## config.mk

```make
export PLATFORM = sky130hd
export DESIGN_NAME = motor_pwm_decode
export DESIGN_NICKNAME = d
export VERILOG_FILES = /design/src/rtl/motor_pkg.sv /design/src/rtl/pwm_chan_decode.sv /design/src/rtl/motor_pwm_decode.sv
export SDC_FILE = /design/constraint.sdc
export NUM_CORES = 1
export LEC_CHECK = 0
export BUFFER_PORTS_ARGS = -buffer_cell sky130_fd_sc_hd__buf_2
export CAP_MARGIN = 5
export CELL_PAD_IN_SITES_DETAIL_PLACEMENT = 0
export CELL_PAD_IN_SITES_GLOBAL_PLACEMENT = 1
export CORE_MARGIN = 1.5
export CORE_UTILIZATION = 53
export CTS_CLUSTER_DIAMETER = 80
export DETAILED_ROUTE_END_ITERATION = 10
export PLACE_DENSITY_LB_ADDON = 0.1
export SYNTH_ARGS = -nofsm -noshare
export SYNTH_HDL_FRONTEND = slang
export SYNTH_HIERARCHICAL = 1
export SYNTH_SLANG_ARGS = --single-unit
```

## constraint.sdc

```tcl
create_clock -name clk -period 5.8 [get_ports clk]
set_clock_uncertainty 0.1 [all_clocks]
set_input_delay 0.58 -clock clk [delete_from_list [all_inputs] [get_ports clk]]
set_output_delay 0.58 -clock clk [all_outputs]
set_load 0.02 [all_outputs]
```

## src/rtl/motor_pkg.sv

```systemverilog
// motor_pkg: shared sizing for the motor PWM path.
// The controller and the decode monitor both size commands from here.
package motor_pkg;
  localparam int WIN_BITS = 10;
  localparam int MEAS_W   = WIN_BITS + 1;
  localparam int MEAS_MAX = (1 << WIN_BITS) - 1;
endpackage

```

## src/rtl/pwm_chan_decode.sv

```systemverilog
// pwm_chan_decode: one wheel's fwd/rev duty measurement.
// Counts fwd-only, rev-only and overlap samples over one window.
module pwm_chan_decode
  import motor_pkg::*;
#(
  parameter int WB = WIN_BITS
) (
  input  logic        clk,
  input  logic        rst_n,
  input  logic        i_fwd,
  input  logic        i_rev,
  input  logic        i_win_end,
  output logic [WB:0] o_meas,
  output logic        o_brake,
  output logic        o_part_overlap
);
  localparam int CW = WB + 1;
  localparam logic [CW-1:0] FULL =
    {1'b1, {WB{1'b0}}};
  localparam logic signed [CW:0] SMAX =
    {2'b00, {WB{1'b1}}};
  localparam logic signed [CW:0] SMIN =
    -SMAX;

  logic          r_s_fwd;
  logic          r_s_rev;
  logic [CW-1:0] r_fwd_cnt;
  logic [CW-1:0] r_rev_cnt;
  logic [CW-1:0] r_both_cnt;
  logic [WB:0]   r_meas;
  logic          r_brake;
  logic          r_part;

  logic          w_inc_fwd;
  logic          w_inc_rev;
  logic          w_inc_both;
  logic [CW-1:0] w_fwd_fin;
  logic [CW-1:0] w_rev_fin;
  logic [CW-1:0] w_both_fin;
  logic signed [CW:0] w_diff;
  logic [WB:0]   w_sat;
  logic          w_brake;
  logic          w_part;

  always_comb begin
    w_inc_fwd  = 1'b0;
    w_inc_rev  = 1'b0;
    w_inc_both = 1'b0;
    unique case (1'b1)
      (r_s_fwd & ~r_s_rev): w_inc_fwd  = 1'b1;
      (r_s_rev & ~r_s_fwd): w_inc_rev  = 1'b1;
      (r_s_fwd &  r_s_rev): w_inc_both = 1'b1;
      default: ;
    endcase
  end

  // Closing sample is folded in before the result is taken
  assign w_fwd_fin  = r_fwd_cnt
                    + {{WB{1'b0}}, w_inc_fwd};
  assign w_rev_fin  = r_rev_cnt
                    + {{WB{1'b0}}, w_inc_rev};
  assign w_both_fin = r_both_cnt
                    + {{WB{1'b0}}, w_inc_both};

  assign w_diff = $signed({1'b0, w_fwd_fin})
                - $signed({1'b0, w_rev_fin});

  always_comb begin
    w_sat = w_diff[WB:0];
    if (w_diff > SMAX) begin
      w_sat = SMAX[WB:0];
    end else if (w_diff < SMIN) begin
      w_sat = SMIN[WB:0];
    end
  end

  assign w_brake = (w_both_fin == FULL);
  assign w_part  = (w_both_fin != '0) && !w_brake;

  always_ff @(posedge clk or negedge rst_n) begin
    if (!rst_n) begin
      r_s_fwd    <= 1'b0;
      r_s_rev    <= 1'b0;
      r_fwd_cnt  <= '0;
      r_rev_cnt  <= '0;
      r_both_cnt <= '0;
      r_meas     <= '0;
      r_brake    <= 1'b0;
      r_part     <= 1'b0;
    end else begin
      r_s_fwd <= i_fwd;
      r_s_rev <= i_rev;
      if (i_win_end) begin
        r_fwd_cnt  <= '0;
        r_rev_cnt  <= '0;
        r_both_cnt <= '0;
        r_meas     <= w_brake ? '0 : w_sat;
        r_brake    <= w_brake;
        r_part     <= w_part;
      end else begin
        r_fwd_cnt  <= w_fwd_fin;
        r_rev_cnt  <= w_rev_fin;
        r_both_cnt <= w_both_fin;
      end
    end
  end

  assign o_meas         = r_meas;
  assign o_brake        = r_brake;
  assign o_part_overlap = r_part;
endmodule

```

## src/rtl/motor_pwm_decode.sv

```systemverilog
// motor_pwm_decode: recovers signed wheel commands
// from the four motor PWM drive lines.
module motor_pwm_decode #(
  parameter int WIN_BITS = motor_pkg::WIN_BITS
) (
  input  logic              clk,
  input  logic              rst_n,
  input  logic              i_fwd_lft,
  input  logic              i_rev_lft,
  input  logic              i_fwd_rht,
  input  logic              i_rev_rht,
  output logic [WIN_BITS:0] o_lft_meas,
  output logic [WIN_BITS:0] o_rht_meas,
  output logic              o_brake_lft,
  output logic              o_brake_rht,
  output logic              o_overlap_err,
  output logic              o_meas_vld
);
  logic [WIN_BITS-1:0] r_win_cnt;
  logic                r_meas_vld;
  logic                w_win_end;
  logic                w_ovl_lft;
  logic                w_ovl_rht;

  assign w_win_end = &r_win_cnt;

  always_ff @(posedge clk or negedge rst_n) begin
    if (!rst_n) begin
      r_win_cnt  <= '0;
      r_meas_vld <= 1'b0;
    end else begin
      r_win_cnt  <= r_win_cnt + WIN_BITS'(1);
      r_meas_vld <= w_win_end;
    end
  end

  pwm_chan_decode #(
    .WB (WIN_BITS)
  ) u_lft (
    .clk            (clk),
    .rst_n          (rst_n),
    .i_fwd          (i_fwd_lft),
    .i_rev          (i_rev_lft),
    .i_win_end      (w_win_end),
    .o_meas         (o_lft_meas),
    .o_brake        (o_brake_lft),
    .o_part_overlap (w_ovl_lft)
  );

  pwm_chan_decode #(
    .WB (WIN_BITS)
  ) u_rht (
    .clk            (clk),
    .rst_n          (rst_n),
    .i_fwd          (i_fwd_rht),
    .i_rev          (i_rev_rht),
    .i_win_end      (w_win_end),
    .o_meas         (o_rht_meas),
    .o_brake        (o_brake_rht),
    .o_part_overlap (w_ovl_rht)
  );

  assign o_overlap_err = w_ovl_lft | w_ovl_rht;
  assign o_meas_vld    = r_meas_vld;
endmodule
```

==> flow_summary.ini <==
[timing]
period_minus_slack_ns = 3.91
maxSlewViolCount = 0
setup_violations = 0
post-route-period-util_pct = 67.5
max_freq_mhz = 256
final-hold-violation-count = 0
rsz0062_at_grt = no
worst_pin_slew_ns = 0.795
fin_setup_tns_ns = 0
relSlewSlack_pct = 47.0

[die]
ios = 32
core_um2 = 11500
fp.dieW_um = 112
row_count = 39
die_y_um = 112
die_area_um2 = 12600
initial_utilization_pct = 54.8

[cells_and_area]
finalNetCount = 708
mostFrequentLayoutCells = dfrtp_1, nor2_1, xnor2_1, inv_1, nand2_1
insertedDiodeCount = 0
area_growth_pct = 9.57
finalNonFillerCells = 813
layout_commonest_cell = dfrtp_1
drive_above_1_share_pct = 14.6

[global_routing]
grt_usage_pct = 21.3
grt_max_degree = 82
grt_pass1_vias = 4413
grt_pass1_wl_um = 21600
overflow = 0
antenna_found_initial = 0

[clock_tree]
cts_tree = built
cts.repair.resized = 0
ctsHoldBuffers = 0
clock-sinks = 107
post-cts-setup-buffers = 0
cts-root-buf = clkbuf_16
numCtsBuffers = 9
cts_buffer_depth = 2
htree_num_levels = 3
clk_pin_slew_ns = 0.07
insertion_delay_ns = 0.35

[setup_path]
cp.required_ns = 5.92
cp-end-kind = register
cp-start-kind = register
worst-endpoint-arrival_ns = 4.03
critPathKind = register to register
cp_max_fo = 7

[pwr]
vdd_drop_max_v = 0.000226
p_per_area_nw_per_um2 = 512
power_mw = 3.54
power.leakage_nw = 3.27

[route]
first_pass_iters = 7
drc = 8
viasPerCell = 5.49
drt-wirelength-per-cell_um = 15.3
routed_wl_um = 12400
drt_iter0_drc = 258
vias = 4465
postRouteAntennaNets = 0

[yosys]
synth.net_count = 674
yosysSeqAreaShare_pct = 42.4
synthFlopType = dfrtp_1
syn_area_per_cell_um2 = 10.0
mappedNetlistArea_um2 = 6320
yosys_warnings = 6
synth-edff-count = 0
async_flop_share_pct = 100
synth_seq_cells = 107
synthDistinctLibCells = 65
synthCells = 631

[min_path]
hold_path.class = input pin to asynchronous set/reset pin

[placed_design]
place_hpwl_um = 9120
dp.cells = 797
port_buffers = 31
gp_congestion = 0.852

[outcome]
violations = design-rule violations
status = complete, but fails checks

[job]
drv_cap = 0
layout make-up:
class / instances / area (um2)
Clock buffer: 10 / 229
Clock inverter: 6 / 40.0
Fill cell: 999 / 4600
Inverter: 43 / 161
Multi-Input combinational cell: 469 / 3430
Sequential cell: 107 / 2680
Tap cell: 143 / 179
Timing Repair Buffer: 35 / 200
through the flow:
step	util, %	area (um2)	hold slack, ns	worst slack, ns
2_1_floorplan	-	6320	0.184	2.30
3_3_place_gp	57.8	6650	0.357	2.04
3_5_place_dp	57.8	6650	0.365	1.93
4_1_cts	60.1	6920	0.138	1.90
5_1_grt	60.1	6920	0.155	1.53
6_report	60.1	6920	0.117	1.89
layer usage:
layer,up-vias,track usage [%],wire length (um)
met2,47,33.1,5550
met4,0,5.82,138
met3,10,4.10,333
li1,2233,-,-
met1,2175,30.9,6380
met5,-,0,0
cells by family after synthesis:
logic type               count (synthesis)  share of synthesized area, %
multiplexers                             2                         0.317
XOR/XNOR                                92                          13.9
buffers and inverters                   55                          3.47
flip-flops                             107                          42.4
AND/OR/NAND/NOR                        240                          18.8
adder cells (fa/ha/maj)                 39                          7.88
AO/OA/AOI/OAI                           96                          13.2
cell usage after synthesis, types with 5 or more instances:
master / number / area share (%)
a21oi_1: 23 / 1.8
a31oi_1: 6 / 0.59
and2_1: 12 / 1.2
and3_1: 6 / 0.59
and4_1: 5 / 0.69
clkbuf_1: 5 / 0.30
dfrtp_1: 107 / 42
ha_1: 35 / 6.9
inv_1: 43 / 2.6
nand2_1: 36 / 2.1
nand2b_1: 7 / 0.69
nand3_1: 32 / 2.5
nand4_1: 6 / 0.59
nor2_1: 88 / 5.2
nor2b_1: 13 / 1.3
nor3_1: 16 / 1.3
o21ai_0: 6 / 0.48
o22ai_1: 6 / 0.59
xnor2_1: 51 / 7.1
xor2_1: 31 / 4.3
xor2_2: 6 / 1.5
critical path: stages (launching register included):
cell,delay (ns)
dfrtp_1,0.38
nor2b_1,0.14
ha_1,0.21
ha_1,0.25
nand3_1,0.12
xor2_1,0.30
inv_1,0.08
ha_1,0.31
a21o_1,0.18
a21o_1,0.17
a41o_1,0.21
a21oi_2,0.29
o31ai_2,0.13
a21oi_1,0.46
inv_1,0.15
a21oi_1,0.21
o22ai_1,0.09
worst paths after layout:
check,slack [ns],startpoint,to,cells after the start
max reg2reg,1.89,u_rht/r_s_fwd,u_rht/o_meas[8],16
max in group asynchronous,4.25,rst_n,u_lft/r_rev_cnt[1],2
max,1.89,u_rht/r_s_fwd,u_rht/o_meas[8],16
min reg2reg,0.38,r_win_cnt[0],r_win_cnt[0],1
min,0.12,rst_n,u_lft/o_brake,1
min in group clk,0.25,i_fwd_rht,u_rht/r_s_fwd,1
sequential cells by signal, indices dropped and copies added (netlist names), 10 cells and up:
| register | flops |
|---|---|
| u_rht/o_meas | 11 |
| r_win_cnt | 10 |
| u_rht/r_rev_cnt | 11 |
| u_rht/r_fwd_cnt | 11 |
| u_rht/r_both_cnt | 11 |
| u_lft/r_fwd_cnt | 11 |
| u_lft/r_both_cnt | 11 |
| u_lft/r_rev_cnt | 11 |
| u_lft/o_meas | 11 |
report_power, final:
group          internal (mW)  switching (mW)  total [mW]
clock                  0.292           0.269       0.561
sequential             0.860           0.117       0.977
combinational          0.817            1.19        2.00
total                   1.97            1.57        3.54
Power figures use the tool's default switching activity.
